**src/rtl/display_pkg.sv**
```systemverilog
// rtl/display_pkg.sv - shared constants and scan state type for the display scanner
package display_pkg;
  localparam int         NUM_DIGITS = 4;
  localparam logic [6:0] SEG_BLANK  = 7'b1111111;
  localparam logic [3:0] AN_OFF     = 4'b1111;

  typedef enum logic {BLANK, ON} scan_state_t;
endpackage

```
**src/rtl/hex_to_7seg.sv**
```systemverilog
// rtl/hex_to_7seg.sv - hex nibble to active-low {a..g} segment decoder
module hex_to_7seg (
  input  logic [3:0] hex_i,
  output logic [6:0] seg_o
);
  always_comb begin
    case (hex_i)
      4'h0:    seg_o = 7'b0000001;
      4'h1:    seg_o = 7'b1001111;
      4'h2:    seg_o = 7'b0010010;
      4'h3:    seg_o = 7'b0000110;
      4'h4:    seg_o = 7'b1001100;
      4'h5:    seg_o = 7'b0100100;
      4'h6:    seg_o = 7'b0100000;
      4'h7:    seg_o = 7'b0001111;
      4'h8:    seg_o = 7'b0000000;
      4'h9:    seg_o = 7'b0000100;
      4'hA:    seg_o = 7'b0001000;
      4'hB:    seg_o = 7'b1100000;
      4'hC:    seg_o = 7'b1110010;
      4'hD:    seg_o = 7'b1000010;
      4'hE:    seg_o = 7'b0110000;
      default: seg_o = 7'b0111000;
    endcase
  end
endmodule

```
**src/rtl/display_scan_ctrl.sv**
```systemverilog
// rtl/display_scan_ctrl.sv - 4-digit 7-segment scan controller with per-slot blanking
module display_scan_ctrl
  import display_pkg::*;
#(
  parameter int TICK_DIV     = 100000,
  parameter int BLANK_CYCLES = 1000
) (
  input  logic        clk,
  input  logic        rst,
  input  logic [15:0] value,
  input  logic [3:0]  digit_en,
  input  logic [3:0]  dp_in,
  output logic [3:0]  an,
  output logic [6:0]  seg,
  output logic        dp,
  output logic        frame_done
);
  localparam int            CW            = $clog2(TICK_DIV);
  localparam int            DW            = $clog2(NUM_DIGITS);
  localparam logic [CW-1:0] CNT_LAST      = CW'(TICK_DIV - 1);
  localparam logic [CW-1:0] CNT_BLANK_END = CW'(BLANK_CYCLES - 1);
  localparam logic [DW-1:0] DIG_LAST      = DW'(NUM_DIGITS - 1);

  logic [CW-1:0] cnt_q, cnt_d;
  logic [DW-1:0] dig_q, dig_d;
  scan_state_t   state_q, state_d;
  logic [15:0]   sh_value_q;
  logic [3:0]    sh_en_q, sh_dp_q;
  logic [3:0]    an_q, an_d;
  logic [6:0]    seg_q, seg_d;
  logic          dp_q, dp_d;
  logic          frame_done_q;

  logic       slot_end, frame_end;
  logic [6:0] dec_seg;

  assign slot_end  = (cnt_q == CNT_LAST);
  assign frame_end = slot_end && (dig_q == DIG_LAST);

  hex_to_7seg u_dec (
    .hex_i (sh_value_q[{dig_q, 2'b00} +: 4]),
    .seg_o (dec_seg)
  );

  always_comb begin
    cnt_d   = slot_end ? '0 : cnt_q + CW'(1);
    dig_d   = slot_end ? dig_q + DW'(1) : dig_q;
    state_d = state_q;
    case (state_q)
      BLANK:   if (cnt_q == CNT_BLANK_END) state_d = ON;
      default: if (slot_end) state_d = BLANK;
    endcase
  end

  // A masked digit still occupies its slot but stays dark, keeping duty cycle constant.
  always_comb begin
    an_d  = AN_OFF;
    seg_d = SEG_BLANK;
    dp_d  = 1'b1;
    if (state_q == ON && sh_en_q[dig_q]) begin
      an_d[dig_q] = 1'b0;
      seg_d       = dec_seg;
      dp_d        = ~sh_dp_q[dig_q];
    end
  end

  always_ff @(posedge clk) begin
    if (rst) begin
      cnt_q        <= '0;
      dig_q        <= '0;
      state_q      <= BLANK;
      sh_value_q   <= '0;
      sh_en_q      <= '0;
      sh_dp_q      <= '0;
      an_q         <= AN_OFF;
      seg_q        <= SEG_BLANK;
      dp_q         <= 1'b1;
      frame_done_q <= 1'b0;
    end else begin
      cnt_q        <= cnt_d;
      dig_q        <= dig_d;
      state_q      <= state_d;
      an_q         <= an_d;
      seg_q        <= seg_d;
      dp_q         <= dp_d;
      frame_done_q <= frame_end;
      if (frame_end) begin
        sh_value_q <= value;
        sh_en_q    <= digit_en;
        sh_dp_q    <= dp_in;
      end
    end
  end

  assign an         = an_q;
  assign seg        = seg_q;
  assign dp         = dp_q;
  assign frame_done = frame_done_q;
endmodule

```
**config.mk**
```make
export PLATFORM = sky130hd
export DESIGN_NAME = display_scan_ctrl
export DESIGN_NICKNAME = d
export VERILOG_FILES = /design/src/rtl/display_pkg.sv /design/src/rtl/hex_to_7seg.sv /design/src/rtl/display_scan_ctrl.sv
export SDC_FILE = /design/constraint.sdc
export NUM_CORES = 1
export LEC_CHECK = 0
export BUFFER_PORTS_ARGS = -buffer_cell sky130_fd_sc_hd__buf_2
export CAP_MARGIN = 20
export CORE_MARGIN = 3
export CORE_UTILIZATION = 49
export CTS_BUF_LIST = sky130_fd_sc_hd__clkbuf_8
export DETAILED_ROUTE_END_ITERATION = 16
export GPL_ROUTABILITY_DRIVEN = 0
export HOLD_SLACK_MARGIN = 0.15
export PLACE_DENSITY = 0.71
export SLEW_MARGIN = 5
export SYNTH_ARGS = -nofsm -noshare
export SYNTH_HDL_FRONTEND = slang
export SYNTH_SLANG_ARGS = --single-unit
```
**constraint.sdc**
```tcl
create_clock -name clk -period 6.4 [get_ports clk]
set_clock_uncertainty 0.15 [all_clocks]
set_input_delay 0.64 -clock clk [delete_from_list [all_inputs] [get_ports clk]]
set_output_delay 0.64 -clock clk [all_outputs]
set_load 0.05 [all_outputs]
```
==> results.json, run 1 <==
{
  "swShare_pct": 20.5,
  "wirelength_um": 5850,
  "maxCapViolations": 0,
  "synth_fp_nets": 332,
  "path_cells": "ha_1 > inv_1 > o31ai_1 > a21oi_1",
  "clk_pin_slew_ns": 0.07,
  "avgSynthCellArea_um2": 9.20,
  "synth_edf_count": 0,
  "p_int_uw": 622,
  "vias": 2287,
  "synthArstFlopShare_pct": 0,
  "n_antenna_cell": 0,
  "fin_setup_tns_ns": 0,
  "holdBufCountCts": 0,
  "portBuffers": 38,
  "antenna_left": 0,
  "clkLatencyLatePin_ns": 0.34,
  "ir_drop_mv": 0.137,
  "synth_seq_area_share_pct": 42.0,
  "crit_path_end_kind": "register",
  "syn_inst": 295,
  "netlist_area_mm2": 0.00271,
  "core_region_area_mm2": 0.00524,
  "worstPathMaxFanout": 26,
  "rsz0062_at_grt": "no",
  "drive_gt1_share_pct": 21.0,
  "final_cell_mix": "57 x dfxtp_1, 38 x buf_2, 32 x a21oi_1",
  "grt_pass1_vias": 2053,
  "cts_tree": "done",
  "grt_overflow": 0,
  "crit_type": "reg -> reg",
  "critPathTopFamily": "adder cells",
  "numCtsBuffers": 9,
  "post_cts_buffers": 0,
  "layout_min_cycle_time_ns": 2.95,
  "worst_ep_required_time_ns": 6.46,
  "drt-initial-drc-count": 136,
  "start_util_pct": 51.8,
  "drcViolationCount": 0,
  "hold_viol": 0,
  "fillers": 478,
  "powerDensity_mw_per_mm2": 250,
  "clockBufferDepth": 2,
  "startpoint_type": "register",
  "grt_max_degree": 32,
  "ys.flop_type": "dfxtp_1",
  "pwr-share-seq_pct": 45.8,
  "critPathMaxStageDelay_ns": 0.87,
  "grt_util_all_layers_pct": 19.5,
  "p_clk_share_pct": 52.2,
  "cts-root-buf": "clkbuf_8",
  "die_w_um": 80.4,
  "antenna_found_initial": 0,
  "post-dp-hpwl_um": 3760,
  "num_rows": 26,
  "clock_sinks": 57,
  "htreeDepth": 3,
  "grt_pass1_wl_um": 9740,
  "fmax_mhz": 339,
  "slew-limit-headroom_pct": 26.9,
  "crit_slowest_cell": "ha_1",
  "drtPass1Iterations": 4,
  "post_cts_resized": 0,
  "path_buf_inv": 1,
  "ys_seq_elements": 57,
  "viasPerCell": 5.80,
  "hp-class": "reg -> reg",
  "pwr-share-comb_pct": 2.0,
  "fin_crit_sh_pct": 46.1,
  "routedWlPerCell_um": 14.9,
  "power_uw": 783,
  "cp.arrival_ns": 3.01,
  "leakage_uw": 0.00100,
  "setup_viol": 0,
  "slew_viol_final": 0,
  "layout.nets": 356,
  "syn2layout_area_growth_pct": 15.2,
  "io_pins": 39,
  "die-area_mm2": 0.00647,
  "power.switching_uw": 161,
  "worst_slew_pin_slew_ns": 1.09,
  "synth.distinct_cells": 37,
  "synth_warnings": 0,
  "status": "completed",
  "die_h_um": 80.4,
  "final_common_cell": "dfxtp_1"
}
## state kept, by name, summed over array words and instances (netlist names)
register	cells
sh_en_q	4
seg	7
sh_dp_q	4
an	4
cnt_q	17
frame_done	1
sh_value_q	16
dp	1
state_q	1
dig_q	2
## layout make-up
| cell class | instances | area (um2) | share of cell area (%) |
|---|---|---|---|
| clock buffer | 9 | 124 | 3.96 |
| clock inverter | 7 | 119 | 3.80 |
| inverter | 10 | 37.5 | 1.20 |
| multi-input combinational | 202 | 1420 | 45.4 |
| sequential | 57 | 1140 | 36.5 |
| tap | 70 | 87.6 | 2.80 |
| timing repair buffer | 39 | 198 | 6.33 |
## cell usage after synthesis, types with 7 or more instances
master | instances | area [um2]
inv_1 | 10 | 37.5
dfxtp_1 | 57 | 1140
nor4_1 | 7 | 43.8
ha_1 | 11 | 138
o21ai_0 | 8 | 40.0
nor2_1 | 19 | 71.3
clkbuf_1 | 17 | 63.8
nand4_1 | 26 | 163
xnor2_1 | 9 | 78.8
nand2_1 | 15 | 56.3
a21oi_1 | 32 | 160
o31ai_1 | 27 | 203
nand3_1 | 10 | 50.1
## per-stage QoR
| step | setup slack [ns] | std cells | hold slack (ns) | instance area (um2) | util, % |
|---|---|---|---|---|---|
| detailed placement | 3.50 | 378 | 0.312 | 2880 | 55.0 |
| floorplan | 4.32 | 295 | 0.295 | 2710 | - |
| CTS | 3.47 | 394 | 0.322 | 3130 | 59.7 |
| finish | 3.45 | 394 | 0.320 | 3130 | 59.7 |
| global route | 3.18 | 394 | 0.343 | 3130 | 59.7 |
| global placement | 3.59 | 378 | 0.302 | 2880 | 55.0 |
## worst reg2reg max path: stages, from the launching register on
cell     delay (ns)
dfxtp_1        0.66
ha_1           0.88
inv_1          0.62
o31ai_1        0.40
a21oi_1        0.11
## metal layers
layer	global-route usage, %	vias up	share of wire, %	wire (um)
met2	29.6	67	45	2640
met3	3.81	9	5.4	317
met5	0	-	0	0
li1	-	1146	-	-
met1	26.1	1065	47	2780
met4	10.3	0	1.9	110
## worst paths after layout
kind               from              to  slack (ns)  depth (start not counted)
max reg2reg    dig_q[0]  sh_value_q[11]        3.45                          4
min reg2reg  sh_dp_q[2]      sh_dp_q[2]        0.32                          2
min          sh_dp_q[2]      sh_dp_q[2]        0.32                          2
max            dig_q[0]  sh_value_q[11]        3.45                          4
## cell families (layout without fill, tap and decap cells)
logic type               after synthesis  count (layout)  share of synthesized area (%)
AO/OA/AOI/OAI                         75              75                           17.1
XOR/XNOR                              11              11                           3.55
adder cells (fa/ha/maj)               11              11                           5.07
buffers and inverters                 36              65                           5.67
flip-flops                            57              57                           42.0
multiplexers                           8               8                           5.76
AND/OR/NAND/NOR                       97              97                           20.8
## power by group through the flow
stage	combinational (uW)	sequential, uW	clock (uW)
after CTS	15.8	358	415
after floorplan	8.33	365	0
after detailed placement	15.7	367	0
after global routing	18.4	358	429
after global placement	15.8	367	0
final	15.7	359	408
No activity file was read; power rests on OpenSTA's default activity.
==> run 2: changes to the inputs <==
--- a/config.mk
+++ b/config.mk
@@ -13,7 +13,7 @@
 export DETAILED_ROUTE_END_ITERATION = 16
 export GPL_ROUTABILITY_DRIVEN = 0
 export HOLD_SLACK_MARGIN = 0.15
-export PLACE_DENSITY = 0.71
+export PLACE_DENSITY = 0.74
 export SLEW_MARGIN = 5
 export SYNTH_ARGS = -nofsm -noshare
 export SYNTH_HDL_FRONTEND = slang
==> constraint.sdc (replaced) <==
create_clock -name clk -period 2.4 [get_ports clk]
set_clock_uncertainty 0.15 [all_clocks]
set_input_delay 0.24 -clock clk [delete_from_list [all_inputs] [get_ports clk]]
set_output_delay 0.24 -clock clk [all_outputs]
set_load 0.05 [all_outputs]
==> results.json, run 2 (synthesis results as in run 1) <==
{
  "slew-limit-headroom_pct": 51.6,
  "die_h_um": 80.4,
  "start_util_pct": 51.8,
  "drtPass1Iterations": 5,
  "drt-initial-drc-count": 195,
  "hold_start": "rst",
  "routedWlPerCell_um": 15.4,
  "clock_sinks": 57,
  "post_cts_buffers": 0,
  "status": "completed",
  "antenna_found_initial": 0,
  "fin_crit_sh_pct": 92.0,
  "numCtsBuffers": 9,
  "grt_util_all_layers_pct": 22.0,
  "worst_ep_required_time_ns": 2.45,
  "hp-class": "in -> reg",
  "r2r-start": "dig_q[0]",
  "fin_area_mm2": 0.00333,
  "r2r_slack_ns": 0.19,
  "worstPathMaxFanout": 7,
  "core_region_area_mm2": 0.00524,
  "ir_drop_mv": 0.396,
  "worst_slew_pin_slew_ns": 0.725,
  "powerDensity_mw_per_mm2": 526,
  "die-area_mm2": 0.00647,
  "slew_viol_final": 0,
  "num_rows": 26,
  "power_uw": 1750,
  "maxCapViolations": 0,
  "hold_depth": 2,
  "rsz0062_at_grt": "no",
  "n_antenna_cell": 0,
  "htreeDepth": 3,
  "fin_setup_tns_ns": 0,
  "fmax_mhz": 453,
  "clkLatencyLatePin_ns": 0.33,
  "die_w_um": 80.4,
  "wirelength_um": 6540,
  "crit_type": "reg -> reg",
  "cts-root-buf": "clkbuf_8",
  "syn2layout_area_growth_pct": 22.7,
  "setup_viol": 0,
  "cts_tree": "done",
  "grt_pass1_vias": 2276,
  "portBuffers": 38,
  "drcViolationCount": 0,
  "largest_reg_flops": 17,
  "clk_pin_slew_ns": 0.07,
  "leakage_uw": 0.00112,
  "place_area_mm2": 0.00294,
  "startpoint_type": "register",
  "ff2ff_path_depth": 5,
  "grt_overflow": 0,
  "fin_util_pct": 63.6,
  "final_cell_mix": "57 x dfxtp_1, 38 x buf_2, 32 x a21oi_1",
  "cp.arrival_ns": 2.26,
  "drive_gt1_share_pct": 20.3,
  "layout_min_cycle_time_ns": 2.21,
  "post-dp-hpwl_um": 3970,
  "crit_path_end_kind": "register",
  "io_pins": 39,
  "largest_register": "cnt_q",
  "hold_viol": 0,
  "crit_start": "dig_q[0]",
  "viasPerCell": 5.81,
  "clockBufferDepth": 2,
  "grt_max_degree": 32,
  "layout.nets": 387,
  "vias": 2468,
  "final_common_cell": "dfxtp_1",
  "grt_pass1_wl_um": 10800,
  "antenna_left": 0,
  "post_cts_resized": 0
}
==> run 2: worst max-delay path, stage by stage (launching register included) <==
cell	delay, ns
dfxtp_1	0.54
mux4_2	0.66
inv_1	0.15
ha_1	0.26
o211ai_1	0.20
o211ai_1	0.12
==> run 2: layout make-up <==
type	instances	area [um2]
Fill cell	440	1910
Multi-Input combinational cell	202	1420
Sequential cell	57	1140
Timing Repair Buffer	70	490
Clock buffer	9	124
Tap cell	70	87.6
Inverter	10	37.5
Clock inverter	7	31.3
==> run 2: timing repair <==
action / in CTS / in global routing
hold buffers: 24 / 0
setup endpoints to repair: 0 / 0
endpoints found under the hold margin: 24 / 0
==> run 2: report_power, final <==
part	internal [uW]	switching (uW)	total, uW
clock network	355	364	719
logic	45.4	29.9	75.2
registers	950	6.20	957
==> run 2: through the flow <==
step	instances	hold WS (ns)	setup slack, ns
after floorplan	295	0.240	0.322
after global placement	385	0.305	0.321
after detailed placement	385	0.311	0.225
after CTS	425	0.246	0.190
after global routing	425	0.267	0.0722
final	425	0.251	0.192
==> run 2: worst paths after layout <==
| path | to |
|---|---|
| worst max-delay path | seg[5] |
| worst max register to register | seg[5] |
| worst min-delay path | cnt_q[2] |
| worst min register to register | sh_value_q[11] |
==> run 2: routing by layer <==
layer	vias up	global-route usage [%]	wire, um
met3	15	5.72	384
met4	0	9.29	145
met5	-	0	0
met2	84	35.7	3110
met1	1166	27.4	2900
li1	1203	-	-
